`src/rtl/led_seq_pkg.sv`:
```
// rtl/led_seq_pkg.sv - shared state encoding and default widths for the LED pattern sequencer
package led_seq_pkg;

  localparam int ADDR_W_DEF = 12;
  localparam int DATA_W_DEF = 4;

  typedef enum logic [2:0] {
    ST_IDLE,
    ST_WAIT,
    ST_FETCH,
    ST_LATCH,
    ST_PARK
  } state_t;

endpackage

```
`src/rtl/led_seq_prescaler.sv`:
```
// rtl/led_seq_prescaler.sv - step-rate prescaler with clear, hold and terminal-count tick
module led_seq_prescaler #(
  parameter int PRESCALE = 50_000_000,
  parameter int PRESC_W  = 26
) (
  input  logic clk,
  input  logic en,
  input  logic clear,
  input  logic run,
  output logic tick
);

  localparam logic [PRESC_W-1:0] LAST = PRESC_W'(PRESCALE - 1);

  logic [PRESC_W-1:0] cnt;

  assign tick = run && !clear && (cnt == LAST);

  // Counter wraps to zero on its own tick so back-to-back periods stay PRESCALE long.
  always_ff @(posedge clk) begin
    if (!en) begin
      cnt <= '0;
    end else if (clear || tick) begin
      cnt <= '0;
    end else if (run) begin
      cnt <= cnt + 1'b1;
    end
  end

endmodule

```
`src/rtl/led_pattern_sequencer.sv`:
```
// rtl/led_pattern_sequencer.sv - walks an address window of the pattern RM and holds the returned LED pattern
module led_pattern_sequencer
  import led_seq_pkg::*;
#(
  parameter int ADDR_W   = ADDR_W_DEF,
  parameter int DATA_W   = DATA_W_DEF,
  parameter int PRESCALE = 50_000_000,
  parameter int PRESC_W  = 26
) (
  input  logic              clk,
  input  logic              en,
  input  logic              decouple,
  input  logic              step_mode,
  input  logic              step_req,
  input  logic              dir,
  input  logic [ADDR_W-1:0] start_addr,
  input  logic [ADDR_W-1:0] end_addr,
  output logic [ADDR_W-1:0] rm_addr,
  output logic              rm_en,
  input  logic [DATA_W-1:0] rm_data,
  output logic [DATA_W-1:0] leds,
  output logic              wrap_pulse
);

  state_t            state;
  logic [ADDR_W-1:0] win_lo;
  logic [ADDR_W-1:0] win_hi;
  logic [ADDR_W-1:0] next_addr;
  logic              next_wrap;
  logic              presc_run;
  logic              presc_clear;
  logic              tick;
  logic              in_window;

  assign presc_run   = (state == ST_WAIT);
  assign presc_clear = !presc_run || step_mode || decouple;

  led_seq_prescaler #(
    .PRESCALE(PRESCALE),
    .PRESC_W (PRESC_W)
  ) u_prescaler (
    .clk  (clk),
    .en   (en),
    .clear(presc_clear),
    .run  (presc_run),
    .tick (tick)
  );

  // An inverted window pins the address to its low bound.
  function automatic logic [ADDR_W-1:0] load_addr(input logic [ADDR_W-1:0] lo,
                                                   input logic [ADDR_W-1:0] hi,
                                                   input logic              d);
    logic [ADDR_W-1:0] a;
    a = d ? hi : lo;
    if (lo > hi) a = lo;
    return a;
  endfunction

  assign in_window = (rm_addr >= start_addr) && (rm_addr <= end_addr);

  always_comb begin
    next_addr = rm_addr;
    next_wrap = 1'b0;
    if (win_lo > win_hi) begin
      next_addr = win_lo;
      next_wrap = 1'b1;
    end else if (!dir) begin
      if (rm_addr == win_hi) begin
        next_addr = win_lo;
        next_wrap = 1'b1;
      end else begin
        next_addr = rm_addr + 1'b1;
      end
    end else begin
      if (rm_addr == win_lo) begin
        next_addr = win_hi;
        next_wrap = 1'b1;
      end else begin
        next_addr = rm_addr - 1'b1;
      end
    end
  end

  always_ff @(posedge clk) begin
    if (!en) begin
      state      <= ST_IDLE;
      rm_addr    <= '0;
      rm_en      <= 1'b0;
      leds       <= '0;
      wrap_pulse <= 1'b0;
      win_lo     <= '0;
      win_hi     <= '0;
    end else begin
      rm_en      <= 1'b0;
      wrap_pulse <= 1'b0;
      if (decouple) begin
        state <= ST_PARK;
      end else begin
        case (state)
          ST_IDLE: begin
            win_lo  <= start_addr;
            win_hi  <= end_addr;
            rm_addr <= load_addr(start_addr, end_addr, dir);
            state   <= ST_WAIT;
          end
          ST_WAIT: begin
            if (step_mode ? step_req : tick) begin
              rm_en <= 1'b1;
              state <= ST_FETCH;
            end
          end
          ST_FETCH: begin
            state <= ST_LATCH;
          end
          ST_LATCH: begin
            leds       <= rm_data;
            rm_addr    <= next_addr;
            wrap_pulse <= next_wrap;
            state      <= ST_WAIT;
          end
          ST_PARK: begin
            win_lo <= start_addr;
            win_hi <= end_addr;
            if (!in_window) rm_addr <= load_addr(start_addr, end_addr, dir);
            state <= ST_WAIT;
          end
          default: state <= ST_IDLE;
        endcase
      end
    end
  end

endmodule
```
`config.mk`:
```
export PLATFORM = sky130hd
export DESIGN_NAME = led_pattern_sequencer
export DESIGN_NICKNAME = d
export VERILOG_FILES = /design/src/rtl/led_seq_pkg.sv /design/src/rtl/led_seq_prescaler.sv /design/src/rtl/led_pattern_sequencer.sv
export SDC_FILE = /design/constraint.sdc
export NUM_CORES = 1
export LEC_CHECK = 0
export CELL_PAD_IN_SITES_DETAIL_PLACEMENT = 1
export CELL_PAD_IN_SITES_GLOBAL_PLACEMENT = 1
export CORE_MARGIN = 2
export CORE_UTILIZATION = 43
export DETAILED_ROUTE_END_ITERATION = 7
export PLACE_DENSITY = 0.87
export SYNTH_ARGS = -nofsm -noshare
export SYNTH_HDL_FRONTEND = slang
export SYNTH_SLANG_ARGS = --single-unit
export TNS_END_PERCENT = 1
```
`constraint.sdc`:
```
create_clock -name clk -period 3.3 [get_ports clk]
set_input_delay 0.33 -clock clk [delete_from_list [all_inputs] [get_ports clk]]
set_output_delay 0.33 -clock clk [all_outputs]
set_load 0.1 [all_outputs]
```
# Word level (Yosys, flattened, before mapping)
# Cells that the tools add are included.
# Widths: inputs -> output; s select.
# totals
output_inout_bits	18
register_bits	71
inputBits	34
# classes
n_addsub	3
reduce_logical	19
n_eq_ne	10
bitwise_logic	4
muxes	17
order_cmp	4
# ops
cell	n
$mux 12	7
$pmux 12 s3	1
$add 26x1->26 const B	1
$eq 26x26->1 const B	1
$eq 12x12->1	2
$gt 12x12->1	2
$add 12x1->12 const B	1
$ge 12x12->1	1
$le 12x12->1	1
$sub 12x1->12 const B	1
$pmux 3 s3	1
$reduce_or 3->1	3
$eq 3x2->1 const B	2
$mux 1	6
$mux 3	2
$reduce_or 2->1	3
$not 1->1	4
$reduce_and 2->1	2
$eq 3x1->1 const B	1
$eq 3x3->1 const B	1
$logic_and 1x1->1	3
$logic_not 3->1	1
$logic_or 1x1->1	3
$ne 3x2->1 const B	1
other kinds (5)	6

# Longest topological paths before layout
# Gate-level depths: netlist of run 1.
# depth
depth_word	11
mapped_depth	11

# By module
# From an unflattened synthesis of run 1, not the netlist that was laid out.
# unflattened
cells_unflattened	692
area_unflattened_um2	5504.0
# by_module_without_submodules
module	seq_area_each_um2	instances	area_per_inst_um2	cells_each
led_pattern_sequencer	900.9	1	4152.7	533
led_seq_prescaler	520.5	1	1351.3	159

# Worst setup path before layout of run 1
# OpenSTA, ideal clock, no wires.
# synth_path
path_type	reg-to-reg
start	register, netlist name rm_addr[0]
end	register leds[0]
t_arrival_ns	2.860
slack_ns	0.370
setup_time_ns	0.070
stages_incl_launch_ff	12
cell_sequence	dfxtp_1 buf_6 inv_1 ha_1 nand2b_1 a2111oi_0 or4_1 a32oi_1 nand2_1 buf_2 a21bo_1 a21oi_1
# synth_rtl
item	line	text
to (signal assigned)	led_pattern_sequencer.sv:116	leds <= rm_data;
to (decl)	led_pattern_sequencer.sv:21	output logic [DATA_W-1:0] leds,

# Final worst setup path of run 1
# layout_path
start	register win_hi[11]
end	register rm_addr[2]
# layout_via
elab_chain_cells	5
# layout_lines
item	line	text
from (decl)	led_pattern_sequencer.sv:27	logic [ADDR_W-1:0] win_hi;
from (signal assigned)	led_pattern_sequencer.sv:102	win_hi <= end_addr;
from (signal assigned)	led_pattern_sequencer.sv:123	win_hi <= end_addr;
branches (longest 3 deep; another with $gt 12x12->1)	-	
$mux 12 *	led_pattern_sequencer.sv:64	if (win_lo > win_hi) begin
$pmux 12 s3 *	led_pattern_sequencer.sv:99	case (state)
to (signal assigned)	led_pattern_sequencer.sv:103	rm_addr <= load_addr(start_addr, end_addr, dir);
to (signal assigned)	led_pattern_sequencer.sv:117	rm_addr <= next_addr;
to (signal assigned)	led_pattern_sequencer.sv:124	if (!in_window) rm_addr <= load_addr(start_addr, end_addr, dir);
to (decl)	led_pattern_sequencer.sv:18	output logic [ADDR_W-1:0] rm_addr,
# Mark *: on every way between the ends.
# A chain may end at the register's enable or synchronous reset.

==> metrics.log, run 1 <==
[metrics] count of flip-flops with a built-in enable after synthesis: 0
[metrics] data arrival time at the worst-slack endpoint: 3.29 ns
[metrics] worst max-slew margin expressed relative to the limit: 0.2149
[metrics] final setup violating endpoints: 0
[metrics] Top Metal Used: met4
[metrics] final hold violation count: 0
[metrics] Maximum Capacitance Violations: 0
[metrics] standard-cell row count: 40
[metrics] part of the cycle the worst path needs: 0.9064
[metrics] Root Buffer Master: sky130_fd_sc_hd__clkbuf_16
[metrics] combined global-route utilization of all metal layers: 0.2753
[metrics] post-synthesis instance area: 0.005253 mm2
[metrics] total power: 3.086 mW
[metrics] Tightest Hold Check Type: register to register
[metrics] Max Fclk: 0.3343 GHz
[metrics] final cell count without fillers: 852
[metrics] leading cell type in the layout, fill and taps excluded: sky130_fd_sc_hd__nand2_1
[metrics] setup repair after global routing missed its margin: no
[metrics] destination of the worst hold path: u_prescaler.cnt[22]
[metrics] TritonCTS clock tree: done
[metrics] post-route clock skew: 0.01454 ns
[metrics] Congestion Overflow GR: 0
[metrics] commonest non-fill, non-tap cells in the layout: 89 x sky130_fd_sc_hd__nand2_1, 71 x sky130_fd_sc_hd__dfxtp_1, 51 x sky130_fd_sc_hd__ha_1
[metrics] post-CTS repair timing setup buffer count: 0
[metrics] width of the chip: 114.5 um
[metrics] Syn. warnings: 0
[metrics] r2r worst-path depth: 9
[metrics] share of synthesized area occupied by flip-flops and latches: 0.2706
[metrics] Via density: 6.127
[metrics] number of iterations in the first detailed-routing pass: 5
[metrics] least setup slack across all paths after layout: 0.3087 ns
[metrics] HPWL after detailed placement: 13130 um
[metrics] Crit Path Max Fanout: 9
[metrics] wire length of the first global-routing pass: 28190 um
[metrics] cells along the critical path: inv_1, ha_1, a21oi_1, o21ai_1, a2111oi_1, a21oi_1, a21oi_2, o2111a_1, o221a_1
[metrics] die area: 0.01311 mm2
[metrics] Mapped Cells: 656
[metrics] WHS: 0.4926 ns
[metrics] Setup Slack @ Placement: 0.3328 ns
[metrics] data required time of the worst path: 3.60 ns
[metrics] Tightest Pin Transition: 1.176 ns
[metrics] mean cell area of the mapped netlist: 8.007 um2
[metrics] final weighted congestion in routability-driven placement: 0.8735
[metrics] fraction of layout cells with a size suffix above 1: 0.08794
[metrics] buffer levels on the longest clock path: 2
[metrics] routed metal-1 wire length: 7785 um
[metrics] Layout Nets: 785
[metrics] maximum number of pins on one net before global-route repair: 32
[metrics] setup slack of the worst register-to-register path: 0.31 ns
[metrics] initial standard-cell utilization of the core: 0.4391
[metrics] Area growth, synth to finish: 18.51%
[metrics] Power Density: 495.7 mW/mm2
[metrics] detailed-route wire length: 17600 um
[metrics] Avg WL per Cell: 20.66 um
[metrics] fin. max-slew vios: 0
[metrics] detailed router's first-iteration violation count: 345
[metrics] final-layout fill cell count: 1441
[metrics] total met2 wirelength after detailed routing: 8566 um
[metrics] Post-route DRC: 0
[metrics] Critical Path Most Common Cell: sky130_fd_sc_hd__a21oi_1
[metrics] CTS sink cnt: 71
[metrics] total negative slack: 0 ns
[metrics] maximum VDD drop: 0.3230 mV
[metrics] Crit path largest cell delay: 0.56 ns
[metrics] length of routed met3 wiring: 971 um
[metrics] fraction of synthesis flops using an asynchronous set or reset pin: 0
[metrics] slowest stage cell, crit path: sky130_fd_sc_hd__a2111oi_1
[metrics] leakage dissipation: 2.583 nW
[metrics] startpoint kind of the worst setup timing path: register
[metrics] cts hold-fix bufs: 0
[metrics] number of global-route vias before repair: 5385
[metrics] worst min-delay path startpoint: u_prescaler.cnt[22]
[metrics] Die Ht: 114.5 um
[metrics] clock input transition at the sequential cells of the worst setup and hold paths: 0.07 ns
[metrics] path type of the worst setup path: register to register
[metrics] Placeable Area: 0.01196 mm2
[metrics] number of cells on the worst hold path: 2
[metrics] number of antenna diodes: 0
[metrics] H-tree levels: 3
[metrics] instance count after placement with tap cells included: 836
[metrics] kind of capture point of the worst setup path: register
[metrics] number of storage elements in the synthesis netlist: 71
[metrics] Tmin final: 2.991 ns
[metrics] reg-to-reg endpoint: rm_addr[2]
[metrics] r2r startpoint: win_hi[11]
[metrics] number of input and output port buffers inserted: 51
[metrics] Post-Syn Nets: 741
[metrics] insertion delay of the later-clocked pin in the worst-skew pair: 0.35 ns
[metrics] Post-CTS Resized: 0
[metrics] IO Count: 52
[metrics] most frequently used flop master after synthesis: sky130_fd_sc_hd__dfxtp_1
[metrics] number of CTS-inserted buffers: 9
[metrics] via count of the routed design: 5220
[metrics] number of antenna violations at the first check in global routing: 0
[metrics] result of the run: finished clean
[metrics] post-synthesis cell type count: 72
[metrics] antenna-violating nets left: 0
cell type report:
cell class	instances	area, um2	share of cell area
inverters	39	146.4	0.02352
multi-input cells	505	3497	0.5618
clock buffers	10	239.0	0.03839
flip-flops and latches	71	1421	0.2283
well taps	147	183.9	0.02955
repair buffers	74	653.1	0.1049
clock inverters	6	83.83	0.01347
per-stage QoR:
| step | util | area [um2] |
|---|---|---|
| global placement | 0.4934 | 5902 |
| finish | 0.5204 | 6225 |
| global route | 0.5204 | 6225 |
| detailed placement | 0.4934 | 5902 |
| CTS | 0.5204 | 6225 |
| floorplan | - | 5253 |
cells by family after synthesis:
kind of cell             count (synthesis)  synth area share
AND/OR/NAND/NOR                        241            0.2315
AO/OA/AOI/OAI                          133            0.1729
buffers and inverters                   80           0.06456
flip-flops                              71            0.2706
XOR/XNOR                                59           0.09838
adder cells (fa/ha/maj)                 51            0.1215
multiplexers                            21           0.04049
worst max-delay path by stage:
stage / startpoint / end / slack, ns / cells after the start
after global placement: start_addr[11] / leds[0] / 0.46 / 10
final: win_hi[11] / rm_addr[2] / 0.31 / 9
after CTS: win_hi[11] / rm_addr[11] / 0.35 / 9
after global routing: win_hi[11] / rm_addr[8] / 0.05 / 9
after detailed placement: start_addr[0] / rm_addr[5] / 0.33 / 11
after floorplan: rm_addr[0] / leds[0] / 0.37 / 11
synthesized netlist by cell type, types with 4 or more instances:
cell / count / area, um2
sky130_fd_sc_hd__o21a_1: 5 / 37.54
sky130_fd_sc_hd__a21bo_1: 4 / 40.04
sky130_fd_sc_hd__xnor2_1: 22 / 192.7
sky130_fd_sc_hd__o21ai_1: 11 / 55.05
sky130_fd_sc_hd__a21o_1: 5 / 37.54
sky130_fd_sc_hd__a31oi_1: 6 / 37.54
sky130_fd_sc_hd__o21ai_0: 4 / 20.02
sky130_fd_sc_hd__a21oi_1: 48 / 240.2
sky130_fd_sc_hd__or3_1: 10 / 62.56
sky130_fd_sc_hd__nor2_1: 46 / 172.7
sky130_fd_sc_hd__inv_1: 38 / 142.6
sky130_fd_sc_hd__clkbuf_1: 22 / 82.58
sky130_fd_sc_hd__and3_1: 7 / 43.79
sky130_fd_sc_hd__and4_1: 5 / 43.79
sky130_fd_sc_hd__dfxtp_1: 71 / 1421
sky130_fd_sc_hd__o2111ai_1: 5 / 43.79
sky130_fd_sc_hd__xor2_1: 37 / 324.1
sky130_fd_sc_hd__nand4_1: 20 / 125.1
sky130_fd_sc_hd__nand3_1: 23 / 115.1
sky130_fd_sc_hd__nor4_1: 5 / 31.28
sky130_fd_sc_hd__ha_1: 51 / 638.1
sky130_fd_sc_hd__o221ai_1: 4 / 35.03
sky130_fd_sc_hd__o211ai_1: 4 / 30.03
sky130_fd_sc_hd__nor3_1: 9 / 45.04
sky130_fd_sc_hd__buf_2: 16 / 80.08
sky130_fd_sc_hd__mux2i_1: 19 / 190.2
sky130_fd_sc_hd__nand2_1: 89 / 334.1
critical path, delay by kind of cell, from the launching register on:
| kind | cells | cell delay (ns) |
|---|---|---|
| fa+ha+maj | 1 | 0.31 |
| buf+inv | 1 | 0.07 |
| flops | 1 | 0.39 |
| compound gates | 7 | 2.19 |
power by group:
group | switching, mW | total, mW | internal, mW
Clock | 0.404 | 1.08 | 0.680
Sequential | 0.0662 | 0.964 | 0.898
Combinational | 0.662 | 1.04 | 0.376
routing by layer:
| metal | track usage | up-vias |
|---|---|---|
| met3 | 0.06564 | 35 |
| li1 | - | 2429 |
| met4 | 0.06179 | 0 |
| met2 | 0.4746 | 176 |
| met5 | 0 | - |
| met1 | 0.3481 | 2580 |
flip-flops by register name, indices dropped and copies added, names as in the netlist:
| register | count |
|---|---|
| u_prescaler.cnt | 26 |
| wrap_pulse | 1 |
| leds | 4 |
| state | 3 |
| win_lo | 12 |
| rm_en | 1 |
| win_hi | 12 |
| rm_addr | 12 |
No activity file was read; power rests on OpenSTA's default activity.
==> inputs of run 2 (changes only) <==
Settings changed: REMOVE_ABC_BUFFERS set to 1, SKIP_LAST_GASP set to 1.
==> metrics.log, run 2 (synthesized netlist as in run 1, its figures left out) <==
[metrics] result of the run: finished clean
[metrics] startpoint kind of the worst setup timing path: register
[metrics] insertion delay of the later-clocked pin in the worst-skew pair: 0.34 ns
[metrics] Most flops, register: u_prescaler.cnt
[metrics] internal power: 1.820 mW
[metrics] r2r worst-path depth: 7
[metrics] leakage dissipation: 2.537 nW
[metrics] final hold violation count: 0
[metrics] Layout Nets: 780
[metrics] number of global-route vias before repair: 5450
[metrics] Max Fclk: 0.3360 GHz
[metrics] Area growth, synth to finish: 17.17%
[metrics] worst min-delay path startpoint: win_hi[10]
[metrics] Tightest Hold Check Type: register to register
[metrics] standard-cell row count: 40
[metrics] TritonCTS clock tree: done
[metrics] data required time of the worst path: 3.50 ns
[metrics] sequential share of power: 0.338
[metrics] number of antenna violations at the first check in global routing: 0
[metrics] fin util: 0.5145
[metrics] cell area after layout: 0.006155 mm2
[metrics] part of the cycle the worst path needs: 0.9019
[metrics] commonest non-fill, non-tap cells in the layout: 89 x sky130_fd_sc_hd__nand2_1, 71 x sky130_fd_sc_hd__dfxtp_1, 51 x sky130_fd_sc_hd__ha_1
[metrics] flip-flop count of the largest register, all copies and words added: 26
[metrics] Root Buffer Master: sky130_fd_sc_hd__clkbuf_16
[metrics] Maximum Capacitance Violations: 0
[metrics] number of CTS-inserted buffers: 9
[metrics] Tightest Pin Transition: 1.104 ns
[metrics] path type of the worst setup path: register to register
[metrics] number of iterations in the first detailed-routing pass: 6
[metrics] final setup violating endpoints: 0
[metrics] kind of capture point of the worst setup path: register
[metrics] Avg WL per Cell: 19.78 um
[metrics] die area: 0.01311 mm2
[metrics] setup repair after global routing missed its margin: no
[metrics] Net Sw Power: 1.079 mW
[metrics] detailed-route wire length: 16750 um
[metrics] number of antenna diodes: 0
[metrics] worst max-slew margin expressed relative to the limit: 0.2629
[metrics] Congestion Overflow GR: 0
[metrics] net switching share of the total power: 0.3722
[metrics] destination of the worst hold path: win_hi[10]
[metrics] setup slack of the worst register-to-register path: 0.32 ns
[metrics] H-tree levels: 3
[metrics] reg-to-reg endpoint: rm_addr[5]
[metrics] Power Density: 470.9 mW/mm2
[metrics] maximum VDD drop: 0.2577 mV
[metrics] Setup Slack @ Placement: 0.3320 ns
[metrics] Die Ht: 114.5 um
[metrics] maximum number of pins on one net before global-route repair: 32
[metrics] r2r startpoint: rm_addr[9]
[metrics] leading cell type in the layout, fill and taps excluded: sky130_fd_sc_hd__nand2_1
[metrics] IO Count: 52
[metrics] clock input transition at the sequential cells of the worst setup and hold paths: 0.06 ns
[metrics] Via density: 5.995
[metrics] share of power burned in combinational logic: 0.348
[metrics] Crit Path Max Fanout: 12
[metrics] width of the chip: 114.5 um
[metrics] Post-CTS Resized: 0
[metrics] detailed router's first-iteration violation count: 255
[metrics] HPWL after detailed placement: 12730 um
[metrics] Cell Area, Placed: 0.005877 mm2
[metrics] final weighted congestion in routability-driven placement: 0.8829
[metrics] number of input and output port buffers inserted: 51
[metrics] final-layout fill cell count: 1474
[metrics] post-CTS repair timing setup buffer count: 0
[metrics] antenna-violating nets left: 0
[metrics] fin. max-slew vios: 0
[metrics] post-route clock skew: 0.008808 ns
[metrics] fraction of layout cells with a size suffix above 1: 0.07857
[metrics] CTS sink cnt: 71
[metrics] Post-route DRC: 0
[metrics] combined global-route utilization of all metal layers: 0.2647
[metrics] Placeable Area: 0.01196 mm2
[metrics] buffer levels on the longest clock path: 2
[metrics] number of cells on the worst hold path: 2
[metrics] least setup slack across all paths after layout: 0.3238 ns
[metrics] via count of the routed design: 5078
[metrics] initial standard-cell utilization of the core: 0.4391
[metrics] cts hold-fix bufs: 0
[metrics] wire length of the first global-routing pass: 27460 um
[metrics] clock network fraction of design power: 0.313
[metrics] data arrival time at the worst-slack endpoint: 3.18 ns
[metrics] Tmin final: 2.976 ns
run 2: cell count changes in the layout (fill, tap and decap cells not counted), sizes merged:
cell | before | now
bufinv | 2 | 0
clkinv | 5 | 3
clkbuf | 10 | 13
clkinvlp | 0 | 1
buf | 35 | 30
run 2: area by class of cell:
type                            instances  area, um2  area share
Clock inverter                          3      17.52    0.002846
Timing Repair Buffer                   69      628.1      0.1021
Multi-Input combinational cell        505       3497      0.5682
Clock buffer                           13      260.3     0.04229
Tap cell                              147      183.9     0.02988
Inverter                               39      146.4     0.02379
Sequential cell                        71       1421      0.2309
run 2: power by group through the flow:
stage	sequential [mW]	combinational (mW)	clock, mW
floorplan	1.15	0.498	0
global placement	0.993	0.945	0
detailed placement	0.996	0.991	0
CTS	0.978	1.01	0.928
global route	0.986	1.09	0.960
finish	0.981	1.01	0.907
run 2: worst max-delay path by stage:
stage	from	end	cells past startpoint
3_3_place_gp	start_addr[0]	rm_addr[5]	11
5_1_grt	win_hi[11]	rm_addr[5]	9
6_report	rm_addr[9]	rm_addr[5]	7
3_5_place_dp	start_addr[0]	rm_addr[3]	11
4_1_cts	rm_addr[9]	rm_addr[4]	7
2_1_floorplan	rm_addr[0]	rm_addr[1]	9
run 2: critical path, stage by stage (launching register included):
cell and delay, ns:
sky130_fd_sc_hd__dfxtp_1 0.70, sky130_fd_sc_hd__xor2_1 0.20, sky130_fd_sc_hd__nor4_1 0.38, sky130_fd_sc_hd__nand3_1 0.47, sky130_fd_sc_hd__mux2i_1 0.23, sky130_fd_sc_hd__a22o_1 0.23
sky130_fd_sc_hd__a221oi_1 0.48, sky130_fd_sc_hd__o32ai_1 0.15
run 2: per-stage QoR:
step	TNS (ns)	cells	hold slack, ns	power (mW)
floorplan	-0.4544	615	0.4069	1.650
global placement	0	831	0.4597	1.938
detailed placement	0	831	0.4839	1.988
CTS	0	847	0.4919	2.913
global route	0	847	0.5226	3.039
finish	0	847	0.4893	2.898
run 2: routing by layer:
metal	vias to the layer above	routed length [um]	track usage
met5	-	0	0
met4	0	628	0.1195
met3	46	673	0.03123
met2	149	8635	0.4888
met1	2472	6814	0.3034
li1	2411	-	-
